`config.mk`:
```
export PLATFORM = sky130hd
export DESIGN_NAME = count_sequence_controller
export DESIGN_NICKNAME = d
export VERILOG_FILES = /design/src/rtl/count_sequence_controller.sv
export SDC_FILE = /design/constraint.sdc
export NUM_CORES = 1
export LEC_CHECK = 0
export BUFFER_PORTS_ARGS = -buffer_cell sky130_fd_sc_hd__buf_2
export CELL_PAD_IN_SITES_DETAIL_PLACEMENT = 1
export CELL_PAD_IN_SITES_GLOBAL_PLACEMENT = 1
export CORE_MARGIN = 8
export CORE_UTILIZATION = 32
export CTS_BUF_LIST = sky130_fd_sc_hd__clkbuf_16
export DETAILED_ROUTE_END_ITERATION = 7
export MAX_ROUTING_LAYER = met4
export PLACE_DENSITY = 0.74
export SYNTH_ARGS = -nofsm -noshare
export SYNTH_HDL_FRONTEND = slang
export SYNTH_SLANG_ARGS = --single-unit
export TNS_END_PERCENT = 100
```
`constraint.sdc`:
```
create_clock -name clk -period 1.4 [get_ports clk]
set_input_delay 0.21 -clock clk [delete_from_list [all_inputs] [get_ports clk]]
set_output_delay 0.21 -clock clk [all_outputs]
set_load 0.05 [all_outputs]
```
`src/rtl/count_sequence_controller.sv`:
```
// ==========================================================================
// count_sequence_controller: runs an external 4-bit counter from 0 to a latched limit,
// one-shot or periodic, with hold/stop. Optional prescaler: COUNT_SEQ_PRESCALE_EN.
// Revision: 1.0
// ==========================================================================
`default_nettype none

module count_sequence_controller #(
   parameter int WIDTH = 4,
   parameter int PC_W  = 8,
   parameter int PRE_W = 3
) (
   input  logic             clk,
   input  logic             clear,
   input  logic             start,
   input  logic             stop,
   input  logic             hold,
   input  logic             periodic,
   input  logic [WIDTH-1:0] limit,
   input  logic [WIDTH-1:0] cnt_q,
   output logic             count_enable,
   output logic             cnt_clear,
   output logic             busy,
   output logic             done,
   output logic [PC_W-1:0]  period_cnt
);

   typedef enum logic [1:0] {
      ST_IDLE = 2'd0,
      ST_CLR  = 2'd1,
      ST_RUN  = 2'd2,
      ST_DONE = 2'd3
   } state_t;

   state_t           r_state;
   state_t           w_next;
   logic [WIDTH-1:0] r_lim;
   logic             r_per;
   logic             w_load;
   logic             w_term_hit;
   logic             w_at_term;
   logic             w_tick;

   assign w_at_term = (cnt_q == r_lim);

`ifdef COUNT_SEQ_PRESCALE_EN
   logic [PRE_W-1:0] r_pre;

   always_ff @(posedge clk or posedge clear) begin
      if (clear) begin
         r_pre <= '0;
      end else if (r_state == ST_CLR) begin
         r_pre <= '0;
      end else if (r_state == ST_RUN && !hold) begin
         r_pre <= r_pre + 1'b1;
      end
   end

   assign w_tick = &r_pre;
`else
   // Without the prescaler the counter may advance every cycle.
   assign w_tick = (PRE_W >= 0);
`endif

   always_comb begin
      w_next     = r_state;
      w_load     = 1'b0;
      w_term_hit = 1'b0;
      case (r_state)
         ST_IDLE, ST_DONE: begin
            if (start) begin
               w_load = 1'b1;
               w_next = ST_CLR;
            end
         end
         ST_CLR: w_next = ST_RUN;
         ST_RUN: begin
            if (w_at_term) begin
               w_term_hit = 1'b1;
               w_next     = r_per ? ST_CLR : ST_DONE;
            end
         end
         default: w_next = ST_IDLE;
      endcase
      // Abort overrides start and the terminal event alike.
      if (stop) begin
         w_next     = ST_IDLE;
         w_load     = 1'b0;
         w_term_hit = 1'b0;
      end
   end

   always_ff @(posedge clk or posedge clear) begin
      if (clear) begin
         r_state    <= ST_IDLE;
         r_lim      <= '0;
         r_per      <= 1'b0;
         done       <= 1'b0;
         period_cnt <= '0;
      end else begin
         r_state <= w_next;
         done    <= w_term_hit;
         if (w_load) begin
            r_lim      <= limit;
            r_per      <= periodic;
            period_cnt <= '0;
         end else if (w_term_hit) begin
            period_cnt <= period_cnt + 1'b1;
         end
      end
   end

   assign count_enable = (r_state == ST_RUN) & ~hold & ~w_at_term & w_tick;
   assign cnt_clear    = clear | (r_state == ST_CLR);
   assign busy         = (r_state == ST_CLR) | (r_state == ST_RUN);

endmodule

`default_nettype wire

```
# Word-level counts from Yosys, hierarchy flattened
# Index checks and enable logic that the tools add are counted.
# totals
reg_bits	16
latchBits	0
mem_bits_rw	0
rom_bits	0
inputBits	14
out_inout_bits	12
elab_cells	35
mem_count	0
# op_classes
add_sub_neg	1
n_mul	0
div	0
order_cmp	0
n_eq_ne	6
shift	0
n_mux	13
bitwise	6
n_reduce_logical	4
# ops
op	n
$mux 8	2
$add 8x1->8 const B	1
$mux 2	4
$mux 1	6
$ne 3x3->1 const B	2
$pmux 2 s3	1
$eq 2x2->1 const B	2
$eq 4x4->1	1
$and 1x1->1	2
$eq 2x1->1 const B	1
$logic_not 2->1	1
$not 1->1	2
$or 1x1->1	2
$reduce_and 2->1	1
$reduce_bool 2->1	1
$reduce_or 2->1	1

# Depth between registers and ports, before layout
# depth
word_depth	6
ltp_mapped	6

# Worst setup path before layout
# Ideal clock, no wire load.
# synth_timing
path_kind	register to output
from	register r_state[0]
to	output port count_enable
arrival_time_ps	1531
t_required_ps	1190
slack_ps	-341
stages_incl_launch_ff	6
cell_sequence	dfrtp_1 > inv_1 > ha_1 > inv_1 > a41o_1 > nor2_1
# synth_between
elab_chain_len	3
# synth_rtl
element	line_no	source
start, declared	35	state_t r_state;
start signal, assigned	101	r_state <= w_next;
$eq 2x2->1	113	assign count_enable = (r_state == ST_RUN) & ~hold & ~w_at_term & w_tick;
$and 1x1->1 (2 in series)	113	
end, declared	21	output logic count_enable,
# Every way passes these cells.

# Final worst setup path
# layout_timing
from	register period_cnt[0]
to	register period_cnt[5]
# layout_between
elab_chain_len	3
# layout_rtl
element	line_no	source
start, declared	25	output logic [PC_W-1:0] period_cnt
start signal, assigned	108	period_cnt <= period_cnt + 1'b1;
$add 8x1->8	108	
$mux 8	107	end else if (w_term_hit) begin
$mux 8	103	if (w_load) begin
# Every way passes these cells. The select of a mux whose other input is x is not followed.
# A chain may end at the register's enable or synchronous reset.

==> out/results.ini <==
[detailed_routing]
drtIter0Drc=29
num_vias=985
firstDrtPassIters=4
drc=0
ant_nets=0
wirelength_um=4050
drt-wirelength-per-cell_um=22.3
vias_per_cell=5.41

[synth]
synth_warnings=0
synth.cell_area_um2=846
synth_cell_types=26
syn-instance-count=94
syn_nets=111
syn_avg_cell_area_um2=9.00
synth-seq-area-share_pct=47.3
ys_ff_latch=16

[clock_network]
cts-root-buf=clkbuf_16
cts_tree=yes
cts_buffers=3
clock_latency_ns=0.25
htreeDepth=1
cts.sinks=16
cts_buffer_depth=2
path_clk_slew_ns=0.05

[power]
power_w=0.00231
p_leak_nw=0.797
p_seq_share_pct=26.6
powerDensity_nw_per_um2=1390
clock_power_share_pct=24.9
switching_share_pct=35.7
combPwrFrac_pct=48.5
p_sw_w=0.000826
ir_drop_v=0.00121
p_int_w=0.00149

[layout]
layout_common_cells=buf_2, buf_4, nand2_1
final_common_cell=buf_2
n_antenna_cell=0
stdcell_area_um2=1670
drive_gt1_share_pct=70.4
layout.cells.non_filler=182
layout.nets=170
syn2layout_area_growth_pct=97.3

[global_route]
grt_pass1_wl_um=5200
grt_max_degree=17
grt_pass1_vias=1037
track_usage_pct=16.0
grt_antenna_before_repair=0
overflow=0

[floorplanning]
die_area_um2=4540
fp.dieW_um=67.4
io_pins=26
core_area_um2=2500
initial_utilization_pct=33.8
die_h_um=67.4
rows=18

[place]
place_inst=161
routabilityCongestion=0.818
port-buffer-count=25
dpl_cell_area_um2=1120
dp_hpwl_um=2020

[outcome]
violations=negative setup slack
status=finished, violations left

[sta]
period_needed_ns=1.70
holdWs_ns=0.0491
rsz0062_at_grt=true
drv_slew=0
period_share_pct=121
worst_slack_ns=-0.296
finalHoldViolCount=0
skew_ns=0.00327
fmax_ghz=0.590
slew_headroom_pct=74.4
worst_pin_slew_ns=0.383
final-setup-viol-count=14

[critical_path]
cp.required_ns=1.58
path_buf_inv=0
slowest_stage=or4_4
arrival_ns=1.88
path_cells=and2_1 > nand4_1 > or4_4 > a21oi_2
critPathKind=reg2reg
cp-end-kind=flip-flop
crit_fanout=5
path_delay_family=simple AND/OR/NAND/NOR gates
crit_path_start_kind=flip-flop
cpPeakStageDelay_ns=0.55

[job]
maxCapViolations=0

[worst_hold_path]
min_path_type=in2async

==> Yosys cell counts <==
master,count,share of area (%)
dfrtp_1,16,47
nand2b_1,1,0.74
and2_1,1,0.74
ha_1,3,4.4
clkbuf_1,1,0.44
a21oi_1,7,4.1
a21o_1,1,0.89
or3_1,3,2.2
or2_2,2,1.5
xnor2_1,4,4.1
and3_1,1,0.74
nor2_1,2,0.89
buf_2,1,0.59
a41o_1,1,1.2
nand2_1,20,8.9
nand4_1,2,1.5
inv_1,7,3.1
o311ai_0,2,2.1
or4_1,2,1.8
o31ai_1,2,1.8
mux2i_1,1,1.2
nor2b_1,1,0.74
a311oi_1,1,1.0
o21ai_0,4,2.4
nand3_1,6,3.6
o41ai_1,2,2.1
==> worst reg2reg max path, stage by stage (launching register included) <==
cell and delay [ns]:
dfrtp_2 0.39, and2_1 0.20, nand4_1 0.35, or4_4 0.55, a21oi_2 0.14
==> area by class of cell <==
type	count	area, um^2
clock inverter	1	3.75
fill	267	831
tap	30	37.5
inverter	7	31.3
sequential	16	407
timing repair buffer	56	433
clock buffer	3	75.1
multi-input combinational	69	682
==> registers in the layout, indices dropped and copies added (netlist names) <==
register	flops
period_cnt	8
r_lim	4
r_state	2
done	1
r_per	1
==> worst paths after layout <==
path | start | to | slack (ns) | cells after the start
max in group asynchronous | clear | period_cnt[0]$_DFFE_PP0P_ | 1.15 | 3
hold / removal | clear | r_lim[1]$_DFFE_PP0P_ | 0.05 | 3
hold reg to reg | r_per$_DFFE_PP0P_ | r_per$_DFFE_PP0P_ | 0.48 | 2
setup reg to reg | period_cnt[0]$_DFFE_PP0P_ | period_cnt[5]$_DFFE_PP0P_ | -0.30 | 4
setup / recovery | period_cnt[0]$_DFFE_PP0P_ | period_cnt[5]$_DFFE_PP0P_ | -0.30 | 4
min in group clk | limit[1] | r_lim[1]$_DFFE_PP0P_ | 0.15 | 3
==> logic make-up after synthesis <==
kind of cell / after synthesis / synth area share [%]
flip-flops: 16 / 47.3
XOR/XNOR: 4 / 4.14
AO/OA/AOI/OAI: 20 / 15.5
buffers and inverters: 9 / 4.14
adder cells (fa/ha/maj): 3 / 4.44
AND/OR/NAND/NOR: 41 / 23.2
multiplexers: 1 / 1.18
==> power by group through the flow <==
| stage | logic [W] | clock network (W) | registers [W] |
|---|---|---|---|
| 3_5_place_dp | 0.000584 | 0 | 0.000596 |
| 4_1_cts | 0.000818 | 0.000570 | 0.000603 |
| 3_3_place_gp | 0.000558 | 0 | 0.000590 |
| 6_report | 0.00112 | 0.000575 | 0.000617 |
| 5_1_grt | 0.00119 | 0.000604 | 0.000621 |
| 2_1_floorplan | 0.000333 | 0 | 0.000591 |
==> routing by layer <==
| metal | track usage, % | part of all wire, % | vias to the layer above |
|---|---|---|---|
| li1 | - | - | 449 |
| met1 | 17.0 | 39 | 490 |
| met2 | 26.9 | 53 | 33 |
| met3 | 4.64 | 3.5 | 13 |
| met4 | 7.31 | 3.8 | 0 |
| met5 | - | 0 | - |
==> what timing repair did <==
action,CTS,global route
pin swaps,8,16
buffers inserted,6,13
endpoints found under the setup margin,14,18
gates resized for setup,38,42
hold buffers,0,0
==> metrics by stage <==
step           util, %  setup slack [ns]  setup TNS, ns
6_report          66.8            -0.296          -2.49
2_1_floorplan        -           -0.0706         -0.271
5_1_grt           66.8            -0.350          -3.47
3_5_place_dp      44.8            -0.395          -3.00
4_1_cts           56.1            -0.245          -1.77
3_3_place_gp      44.8            -0.271          -1.99
(Power assumes the default switching activity.)
